## config.mk

```make
export PLATFORM = sky130hd
export DESIGN_NAME = hazard_scoreboard
export DESIGN_NICKNAME = d
export VERILOG_FILES = /design/src/rtl/hazard_scoreboard.sv
export SDC_FILE = /design/constraint.sdc
export NUM_CORES = 1
export LEC_CHECK = 0
export ABC_CLOCK_PERIOD_IN_PS = 4550
export CAP_MARGIN = 20
export CORE_UTILIZATION = 43
export DETAILED_ROUTE_END_ITERATION = 12
export PLACE_DENSITY = 0.8
export SLEW_MARGIN = 25
export SYNTH_ARGS = -nofsm -noshare
export SYNTH_HDL_FRONTEND = slang
export SYNTH_SLANG_ARGS = --single-unit
```

## constraint.sdc

```tcl
create_clock -name clk -period 4.55 [get_ports clk]
set_input_delay 0.6825 -clock clk [delete_from_list [all_inputs] [get_ports clk]]
set_output_delay 0.6825 -clock clk [all_outputs]
set_load 0.05 [all_outputs]
```

## src/rtl/hazard_scoreboard.sv

```systemverilog
// Decode-stage hazard unit: tracks in-flight writers, flags per-operand stalls, selects forwarding slots.
// Latency: stall/forward outputs are combinational from tracked slots and decode inputs; slot state advances each posedge.
// Backpressure: hold freezes all state; a stall shifts a bubble into slot 0 and counts the stall cycle.
//
// Ports: clk/rst (sync, active high); hold, flush; id_* describe the decode instruction
// (operand reads, early-need flag, destination write and its forwardable slot);
// stall/stall_src1/stall_src2, fwd1_hit/fwd1_slot, fwd2_hit/fwd2_slot, stall_cnt (saturating).
module hazard_scoreboard #(
   parameter int REG_W      = 3,
   parameter int DEPTH      = 3,
   parameter int SW         = 2,
   parameter int EARLY_NEED = 2,
   parameter int CNT_W      = 16
) (
   input  logic             clk,
   input  logic             rst,
   input  logic             hold,
   input  logic             flush,
   input  logic             id_valid,
   input  logic             id_rd1_en,
   input  logic [REG_W-1:0] id_rs1,
   input  logic             id_rd2_en,
   input  logic [REG_W-1:0] id_rs2,
   input  logic             id_early,
   input  logic             id_wr_en,
   input  logic [REG_W-1:0] id_wd,
   input  logic [SW-1:0]    id_ready_at,
   output logic             stall,
   output logic             stall_src1,
   output logic             stall_src2,
   output logic             fwd1_hit,
   output logic [SW-1:0]    fwd1_slot,
   output logic             fwd2_hit,
   output logic [SW-1:0]    fwd2_slot,
   output logic [CNT_W-1:0] stall_cnt
);

   localparam logic [SW-1:0] NEED_EARLY = SW'(EARLY_NEED);

   logic             slot_v    [DEPTH];
   logic [REG_W-1:0] slot_dest [DEPTH];
   logic [SW-1:0]    slot_ra   [DEPTH];

   logic          match1, match2;
   logic [SW-1:0] m1, m2, ra1, ra2, need, thr1, thr2;

   // Scan oldest to youngest so the youngest matching writer wins.
   always_comb begin
      match1 = 1'b0;
      m1     = '0;
      ra1    = '0;
      match2 = 1'b0;
      m2     = '0;
      ra2    = '0;
      for (int i = DEPTH - 1; i >= 0; i--) begin
         if (slot_v[i] && slot_dest[i] == id_rs1) begin
            match1 = 1'b1;
            m1     = SW'(i);
            ra1    = slot_ra[i];
         end
         if (slot_v[i] && slot_dest[i] == id_rs2) begin
            match2 = 1'b1;
            m2     = SW'(i);
            ra2    = slot_ra[i];
         end
      end
   end

   // The operand is usable once the writer has reached both the slot where
   // its result exists and the slot where this consumer needs it.
   always_comb begin
      need       = id_early ? NEED_EARLY : '0;
      thr1       = (ra1 > need) ? ra1 : need;
      thr2       = (ra2 > need) ? ra2 : need;
      stall_src1 = id_valid && id_rd1_en && match1 && (m1 < thr1);
      stall_src2 = id_valid && id_rd2_en && match2 && (m2 < thr2);
      stall      = stall_src1 || stall_src2;
      fwd1_hit   = id_valid && id_rd1_en && match1 && !stall_src1;
      fwd2_hit   = id_valid && id_rd2_en && match2 && !stall_src2;
      fwd1_slot  = fwd1_hit ? m1 : '0;
      fwd2_slot  = fwd2_hit ? m2 : '0;
   end

   always_ff @(posedge clk) begin
      if (rst) begin
         for (int i = 0; i < DEPTH; i++) begin
            slot_v[i] <= 1'b0;
         end
         stall_cnt <= '0;
      end else if (!hold) begin
         for (int i = 1; i < DEPTH; i++) begin
            slot_v[i]    <= slot_v[i-1];
            slot_dest[i] <= slot_dest[i-1];
            slot_ra[i]   <= slot_ra[i-1];
         end
         // A stalled or flushed decode instruction enters as a bubble.
         slot_v[0]    <= id_valid && id_wr_en && !stall && !flush;
         slot_dest[0] <= id_wd;
         slot_ra[0]   <= id_ready_at;
         if (stall && stall_cnt != '1) begin
            stall_cnt <= stall_cnt + 1'b1;
         end
      end
   end

   a_ready_at_legal: assert property (@(posedge clk) disable iff (rst)
      (id_valid && id_wr_en) |-> (int'(id_ready_at) < DEPTH));

endmodule

```

# --- Word level (Yosys, flattened, before mapping) ---
# Memories as Yosys holds them, arrays and structs flattened.
# Index checks and enable logic that the tools add are counted.
totals:
  ff_bits: 16
  mem_bits_rw: 18
  inputBits: 20
  output_inout_bits: 25
  word_cells: 75
  mem_count: 3
classes:
  add_sub_neg: 1
  n_lt_le_gt_ge: 4
  n_eq_ne: 7
  mux: 31
  bitwise_logic: 4
  reduce_logical: 24
memory_table:
  columns: ["name", "words", "word_bits", "read_ports", "rd_ports_with_merged_regs", "wr", "line_no", "rtl"]
  rows:
  - ["slot_dest", 3, 3, 3, 0, 3, "41", "logic [REG_W-1:0] slot_dest [DEPTH];"]
  - ["slot_ra", 3, 2, 3, 0, 3, "42", "logic [SW-1:0] slot_ra [DEPTH];"]
  - ["slot_v", 3, 1, 3, 0, 3, "40", "logic slot_v [DEPTH];"]
ops:
  columns: ["operator", "n"]
  rows:
  - ["2-bit 2-to-1 mux", 17]
  - ["3-bit equality test", 6]
  - ["1-bit logical AND", 18]
  - ["16-bit by 1-bit adder with 16-bit output (second input constant)", 1]
  - ["16-bit != test (second input constant)", 1]
  - ["1-bit 2-to-1 mux", 14]
  - ["2-bit greater-than comparator", 2]
  - ["1-bit zero test", 4]
  - ["2-bit less-than comparator", 2]
  - ["1-bit bitwise OR", 3]
  - ["2-bit AND reduction", 1]
  - ["1-bit logical OR", 1]
  - ["1-bit NOT", 1]

# --- Longest topological paths before layout ---
# Gate-level depths: netlist (run 1).
logic_depth:
  word_depth: 14
  mapped_depth: 15
  mapped_depth_nobuf: 14

# --- Worst setup path before layout (run 1) ---
# Ideal clock, no wire load.
synth_timing:
  kind: "input port to output port"
  startpoint: "input id_rs2[0]"
  endpoint: "output stall"
  arrival_ns: 3.690
  required_ns: 3.868
  path_slack_ns: 0.178
  cell_stages: 14
  path_buffers: 1
  path_cell_list: "xor2_1 -> nor3_1 -> nand2_1 -> o22ai_1 -> mux2_2 -> inv_1 -> ha_1 -> ha_1 -> nor3_1 -> nand4_1 -> a221oi_2 -> nor2_2 -> buf_4 -> inv_1"
synth_via:
  elab_chain_len: 10
  word_cells_on_any_way: 21
  classes_between: "2 x order compare; 3 x eq/ne; 10 x mux; 6 x reduce/logical"
synth_lines:
  columns: ["element", "line_no", "rtl"]
  rows:
  - ["from (decl)", "23", "input logic [REG_W-1:0] id_rs2,"]
  - ["3-bit equality test", "61", "if (slot_v[i] && slot_dest[i] == id_rs2) begin"]
  - ["1-bit logical AND", "61", null]
  - ["2-bit 2-to-1 mux (3 in a row)", "61", null]
  - ["2-bit greater-than comparator", "74", "thr2 = (ra2 > need) ? ra2 : need;"]
  - ["2-bit 2-to-1 mux", "74", null]
  - ["2-bit less-than comparator", "76", "stall_src2 = id_valid && id_rd2_en && match2 && (m2 < thr2);"]
  - ["1-bit logical AND (*)", "76", null]
  - ["named net stall_src2", "30", "output logic stall_src2,"]
  - ["1-bit logical OR (*)", "77", "stall = stall_src1 || stall_src2;"]
  - ["to (decl)", "28", "output logic stall,"]
# Mark *: on every way through the listed nets, which the timed path passes. The rest lies on a longest branch.

# --- Worst setup path after layout (run 1) ---
layout_timing:
  startpoint: "input id_rs1[1]"
  endpoint: "output fwd1_slot[1]"
layout_via:
  elab_chain_len: 12
  word_cells_on_any_way: 23
  classes_between: "2 x order compare; 3 x eq/ne; 11 x mux; 7 x reduce/logical"
layout_lines:
  columns: ["element", "line_no", "rtl"]
  rows:
  - ["from (decl)", "21", "input logic [REG_W-1:0] id_rs1,"]
  - ["3-bit equality test", "56", "if (slot_v[i] && slot_dest[i] == id_rs1) begin"]
  - ["1-bit logical AND", "56", null]
  - ["2-bit 2-to-1 mux (3 in a row)", "56", null]
  - ["2-bit greater-than comparator", "73", "thr1 = (ra1 > need) ? ra1 : need;"]
  - ["2-bit 2-to-1 mux", "73", null]
  - ["2-bit less-than comparator", "75", "stall_src1 = id_valid && id_rd1_en && match1 && (m1 < thr1);"]
  - ["1-bit logical AND", "75", null]
  - ["1-bit zero test", "78", "fwd1_hit = id_valid && id_rd1_en && match1 && !stall_src1;"]
  - ["1-bit logical AND", "78", null]
  - ["2-bit 2-to-1 mux (*)", "80", "fwd1_slot = fwd1_hit ? m1 : '0;"]
  - ["to (decl)", "32", "output logic [SW-1:0] fwd1_slot,"]
# Mark *: on every way between the ends. The rest lies on a longest branch, timed or not.

==> results of run 1 <==
==> how the worst max path moves through the flow <==
stage / from / endpoint / slack [ns]
2_1_floorplan: id_rs2[0] / stall / 0.18
3_3_place_gp: id_rs1[1] / stall_cnt[2] / 0.08
4_1_cts: id_rs1[1] / stall / 0.05
6_report: id_rs1[1] / fwd1_slot[1] / 0.12
3_5_place_dp: id_rs1[1] / stall_cnt[2] / 0.04
5_1_grt: id_rs1[1] / fwd1_slot[0] / -0.06
==> placed cells by master, fill, tap and decap left out, types with 2 or more instances in the layout <==
cell / synthesis / routed
clkdlybuf4s50_1: 0 / 35
nand2_1: 22 / 21
nor2_1: 19 / 19
edfxtp_1: 18 / 18
dfxtp_1: 16 / 16
xnor2_1: 12 / 12
nand4_1: 11 / 11
nor2b_1: 10 / 10
buf_4: 1 / 10
inv_1: 8 / 8
buf_12: 0 / 8
mux2_1: 7 / 7
ha_1: 7 / 7
xor2_1: 6 / 6
nor4_2: 6 / 6
nor3_2: 1 / 5
mux2_2: 5 / 5
nor3_1: 9 / 5
or3_1: 5 / 5
clkbuf_8: 0 / 5
and2_1: 4 / 4
a21oi_1: 4 / 4
nand3b_1: 3 / 3
o22ai_1: 2 / 2
and4_1: 2 / 2
and3_1: 2 / 2
nand3_1: 2 / 2
or2_2: 2 / 2
o311ai_0: 2 / 2
o41ai_1: 2 / 2
o21ai_0: 2 / 2
==> power by group <==
| group | leakage, µW | internal [µW] | switching (µW) | total, µW |
|---|---|---|---|---|
| logic | 0.000707 | 38.0 | 43.0 | 81.0 |
| registers | 0.000303 | 331 | 7.03 | 338 |
| clock network | 0.0000426 | 105 | 106 | 211 |
| total | 0.00105 | 475 | 156 | 630 |
==> worst reg2reg max path: stages (launching register included) <==
cell and delay [ns]:
edfxtp_1 0.43, xor2_1 0.19, nor3_2 0.34, nand2_2 0.16, o22ai_1 0.13, mux2_2 0.19, inv_1 0.05, ha_1 0.17
ha_1 0.22, nor3_2 0.20, nand4_1 0.16, a221oi_4 0.30, nor2_2 0.10, buf_12 0.17, nor4b_1 0.30, mux2_2 0.37
==> state kept, by name (all words and copies together), names as in the netlist <==
signal and count:
slot_dest 9, stall_cnt 16, slot_v 3, slot_ra 6
==> cells by family (layout without fill, tap and decap cells) <==
kind of cell	after synthesis	in the layout
xor+xnor	18	18
fa+ha+maj	7	7
compound gates	17	17
flops	34	34
mux	13	13
simple gates	108	108
buf+inv	14	69
==> routing by layer <==
layer | part of all wire [%] | up-vias | global-route usage [%] | wire [µm]
met5 | 0 | - | 0 | 0
met4 | 1.0 | 0 | 5.229 | 47
met3 | 4.0 | 5 | 4.167 | 181
met2 | 48 | 41 | 30.92 | 2191
met1 | 47 | 830 | 23.47 | 2148
li1 | - | 876 | - | -
==> through the flow <==
stage	hold WS (ns)	cells
finish	0.4261	333
global route	0.4522	333
CTS	0.4311	328
detailed placement	0.4163	320
global placement	0.4106	320
floorplan	0.4003	211
==> cell type report <==
type / instances / area [µm²]
Clock buffer: 6 / 72.57
Fill cell: 392 / 1869
Multi-Input combinational cell: 163 / 1212
Clock inverter: 2 / 8.758
Tap cell: 67 / 83.83
Inverter: 8 / 30.03
Timing Repair Buffer: 53 / 585.6
Sequential cell: 34 / 860.8
==> what timing repair did <==
item,in CTS,in global routing
setup endpoints to repair,0,3
setup buffers,0,5
gates resized for setup,0,7
==> summary.md, run 1 <==
| Metric | Value |
|---|---|
| Mux cell area share after synthesis | 6.909% |
| Setup TNS | 0 ns |
| Place WS | 0.04253 ns |
| Synth top area cells | edfxtp_1 (26%), dfxtp_1 (15%), xnor2_1 (5.0%) |
| Antenna cells | 0 |
| Most used cell along the critical path | nand4_1 |
| Total Routing Usage GR | 18.26% |
| I/O pins | 45 |
| Worst path cell trace | clkdlybuf4s50_1, xnor2_1, nand4_1, nand2_1, o22ai_1, mux2_2, ha_1, nor2_1, nor3b_2, a21oi_1, nand4_1, nor3_2, buf_12 |
| Global-route wire length before repair | 7369 µm |
| Area post-placement | 0.002696 mm² |
| Crit path kind | primary input to output port |
| MaxCap Viol Count | 0 |
| Async set or reset register ratio after synthesis | 0% |
| PD cells | 220.9 mW/mm² |
| Layout cells sized above 1 | 19.17% |
| Sequential fraction of the synthesis area | 40.98% |
| Skew-Pair Late Insertion Delay | 0.28 ns |
| Horiz. Die Dim | 71.90 µm |
| Maximum operating frequency | 0.2255 GHz |
| Simple-gate share of the synthesized area | 30.91% |
| Worst rel slew slack | 44.64% |
| CTS sink cnt | 34 |
| Drt initial violations | 97 |
| Synth Flop Type | edfxtp_1 |
| Drt drc | 0 |
| Mapped cell area | 0.002101 mm² |
| Adder-cell area share of the yosys netlist | 4.169% |
| Hold_sp | slot_ra[0][2] |
| CTS buffer count | 5 |
| Leak | 0.001052 µW |
| Drt first pass iters | 4 |
| Clk buf depth | 2 |
| CP max stage cell | clkdlybuf4s50_1 |
| FF-to-FF Start | slot_dest[0][8] |
| Via density | 5.261 |
| Max incr delay on CP | 0.58 ns |
| Hold Crit Class | register to register |
| Finished Core Util | 60.42% |
| Die area | 0.005169 mm² |
| R2r endpoint | stall_cnt[2] |
| Drt total wl | 4569 µm |
| R2r setup slk | 0.96 ns |
| Worst path depth | 13 |
| Number of flops mapped to enable cells by yosys | 18 |
| Syn nets | 238 |
| Most frequent cell after synthesis | nand2_1 |
| Leading area contributor after synthesis | edfxtp_1 |
| Slew @ Worst Pin | 0.8278 ns |
| CTS Hold Bufs | 0 |
| Xor and xnor area share after synthesis | 7.504% |
| Reg2Reg Depth | 15 |
| Placer Congestion | 0.8200 |
| Via count | 1752 |
| CP startpoint kind | primary input |
| Yosys cell types | 45 |
| Maximum VDD drop | 0.0001871 V |
| Synthesis-to-layout area growth | 35.85% |
| Hold Path End | slot_ra[0][4] |
| Final instance area | 0.002854 mm² |
| Finish-stage setup viols | 0 |
| CTS tree | done |
| Site row count | 25 |
| Design Power | 630.4 µW |
| Gr ovfl total | 0 |
| Post-route ant nets | 0 |
| PnR worst setup slack | 0.1155 ns |
| Die Ht | 71.90 µm |
| Routed len/inst | 13.72 µm |
| Top cell type's share of synthesized area | 25.73% |
| WP buf/inv | 2 |
| CP Max Fanout | 6 |
| I/O Buffers | 44 |
| CORE AREA | 0.004723 mm² |
| Root Driver | clkbuf_8 |
| Yosys warning total | 0 |
| Setup Skew | 0.005402 ns |
| Vias in the first global route | 1629 |
| Mapped Cells | 211 |
| Critical Path AT | 3.75 ns |
| Largest net degree at the start of global routing | 27 |
| Largest family of logic cells by synthesized area | simple AND/OR/NAND/NOR gates |
| Post-DP HPWL | 3361 µm |
| CTS H-tree lvls | 2 |
| Hold depth | 0 |
| Post-synthesis compound-gate area fraction | 6.373% |
| Synth top cells by count | nand2_1 (22), nor2_1 (19), edfxtp_1 (18) |
| Slew Limit Fails | 0 |
| Endpoint type of the worst setup path | output port |
| Worst-path clk slew | 0.07 ns |
| Crit path time final | 4.434 ns |
| Endpoints failing hold | 0 |
| CP Data Required Time | 3.87 ns |
| Post-route clock period utilization | 97.46% |
| Outcome | finished, final reports clean |
| Initial Util | 44.48% |
| Initial antenna violation count | 0 |
| Crit path max-delay family | simple AND/OR/NAND/NOR gates |
| Nets | 292 |
| Synth Register Bits | 34 |
| Mapped Avg Cell Area | 9.956 µm² |
No activity file was read; power rests on OpenSTA's default activity.
==> run 2, diff against run 1 <==
--- a/config.mk
+++ b/config.mk
@@ -7,9 +7,9 @@
 export LEC_CHECK = 0
 export ABC_CLOCK_PERIOD_IN_PS = 4550
 export CAP_MARGIN = 20
-export CORE_UTILIZATION = 43
+export CORE_UTILIZATION = 44
 export DETAILED_ROUTE_END_ITERATION = 12
-export PLACE_DENSITY = 0.8
+export PLACE_DENSITY = 0.82
 export SLEW_MARGIN = 25
 export SYNTH_ARGS = -nofsm -noshare
 export SYNTH_HDL_FRONTEND = slang
==> summary.md, run 2 (synthesis results as in run 1) <==
| Metric | Value |
|---|---|
| CP startpoint kind | primary input |
| Post-route clock period utilization | 96.49% |
| Reg2Reg Depth | 15 |
| Metal3 WL | 230 µm |
| Via density | 5.561 |
| Root Driver | clkbuf_8 |
| Global-route wire length before repair | 7748 µm |
| PD cells | 226.2 mW/mm² |
| Skew-Pair Late Insertion Delay | 0.28 ns |
| CTS-repair resized insts | 0 |
| Clock share of power | 33.9% |
| Clk buf depth | 2 |
| I/O pins | 45 |
| Vias in the first global route | 1689 |
| Commonest non-fill, non-tap cell in the layout | clkdlybuf4s50_1 |
| Synthesis-to-layout area growth | 33.00% |
| Final instance area | 0.002794 mm² |
| Setup TNS | 0 ns |
| CTS buffer count | 5 |
| Area of the multi-input gates | 0.001211 mm² |
| Max reg flops | 16 |
| Worst rel slew slack | 43.39% |
| Internal | 473.2 µW |
| Biggest regs | stall_cnt (16), slot_dest (9), slot_ra (6) |
| Slew @ Worst Pin | 0.8464 ns |
| Drt first pass iters | 9 |
| Hold Crit Class | register to register |
| Via count | 1746 |
| MaxCap Viol Count | 0 |
| Critical Path AT | 3.71 ns |
| Finish-stage setup viols | 0 |
| Post-route ant nets | 0 |
| Sw Pwr | 158.8 µW |
| Drt total wl | 4638 µm |
| Met2 routed WL | 2268 µm |
| Most frequent cells in the layout | clkdlybuf4s50_1 (34), nand2_1 (21), nor2_1 (19), edfxtp_1 (18), dfxtp_1 (16) |
| PnR worst setup slack | 0.1597 ns |
| Routed len/inst | 14.77 µm |
| Drt drc | 5 |
| Total Routing Usage GR | 19.48% |
| Post-CTS Setup Inserts | 0 |
| Die area | 0.005055 mm² |
| Worst-path clk slew | 0.07 ns |
| Design Power | 631.9 µW |
| Finished Core Util | 62.44% |
| Largest net degree at the start of global routing | 27 |
| CTS tree | done |
| CP Max Fanout | 4 |
| Place WS | -0.01714 ns |
| Hold depth | 0 |
| Unrepaired setup endpoints after global routing | true |
| CTS H-tree lvls | 2 |
| Sw frac | 25.13% |
| Crit path kind | primary input to output port |
| Layout cells sized above 1 | 17.94% |
| Sequential power share | 53.6% |
| Leak | 0.001036 µW |
| CP Data Required Time | 3.87 ns |
| CORE AREA | 0.004474 mm² |
| Crit path time final | 4.390 ns |
| Fillers | 384 |
| Most flop-heavy register | stall_cnt |
| Setup Skew | 0.004580 ns |
| Flip-flop and latch area | 860.8 µm² |
| M1 WL | 2100 µm |
| Initial antenna violation count | 0 |
| Failing checks | DRC |
| I/O Buffers | 44 |
| CTS sink cnt | 34 |
| Initial Util | 46.95% |
| Gr ovfl total | 0 |
| Drt initial violations | 94 |
| Horiz. Die Dim | 71.10 µm |
| Antenna cells | 0 |
| Nets | 288 |
| CTS Hold Bufs | 0 |
| Endpoints failing hold | 0 |
| Outcome | complete, but fails checks |
| Gate power share | 12.6% |
| Maximum operating frequency | 0.2278 GHz |
| Placer Congestion | 0.8485 |
| Post-DP HPWL | 3396 µm |
| Maximum VDD drop | 0.0002080 V |
| Site row count | 24 |
| Endpoint type of the worst setup path | output port |
| Slew Limit Fails | 0 |
| Top Layer Used | met4 |
| Area post-placement | 0.002673 mm² |
| Die Ht | 71.10 µm |
[run 2: worst max-delay path, stage by stage]
cell	delay [ns]
clkdlybuf4s50_1	0.49
xor2_1	0.18
nor3_2	0.31
nand2_2	0.16
o22ai_1	0.14
mux2_2	0.19
inv_1	0.04
ha_1	0.17
ha_1	0.23
nor3_2	0.19
nand4_1	0.17
a221oi_4	0.35
nor2_2	0.09
inv_1	0.09
buf_4	0.20
[run 2: cell type report]
cell class / instances / area share [%]
timing repair buffer: 49 / 19.53
sequential: 34 / 30.81
clock buffer: 6 / 2.597
inverter: 8 / 1.075
clock inverter: 2 / 0.3135
tap: 52 / 2.329
multi-input combinational: 163 / 43.35
[run 2: final timing paths]
check,start,end,slack [ns]
min,slot_ra[0][2],slot_ra[0][4],0.43
min reg2reg,slot_ra[0][2],slot_ra[0][4],0.43
max reg2reg,slot_dest[0][8],stall_cnt[2],0.83
max,id_rs1[0],stall,0.16
[run 2: routing by layer]
metal / track usage [%] / vias to the layer above
met5: 0 / -
met4: 6.222 / 0
met3: 3.989 / 5
met2: 33.44 / 44
met1: 24.64 / 828
li1: - / 869
[run 2: metrics by stage]
stage	cells	hold slack, ns
detailed placement	306	0.4212
CTS	314	0.4387
global placement	306	0.4070
floorplan	211	0.4003
finish	314	0.4349
global route	314	0.4438
[run 2: power groups by stage]
stage	Sequential, µW	Clock, µW	Combinational [µW]
floorplan	343	0	43.3
global placement	345	0	74.3
detailed placement	345	0	76.4
CTS	338	218	76.9
global route	339	233	86.7
finish	338	214	79.5
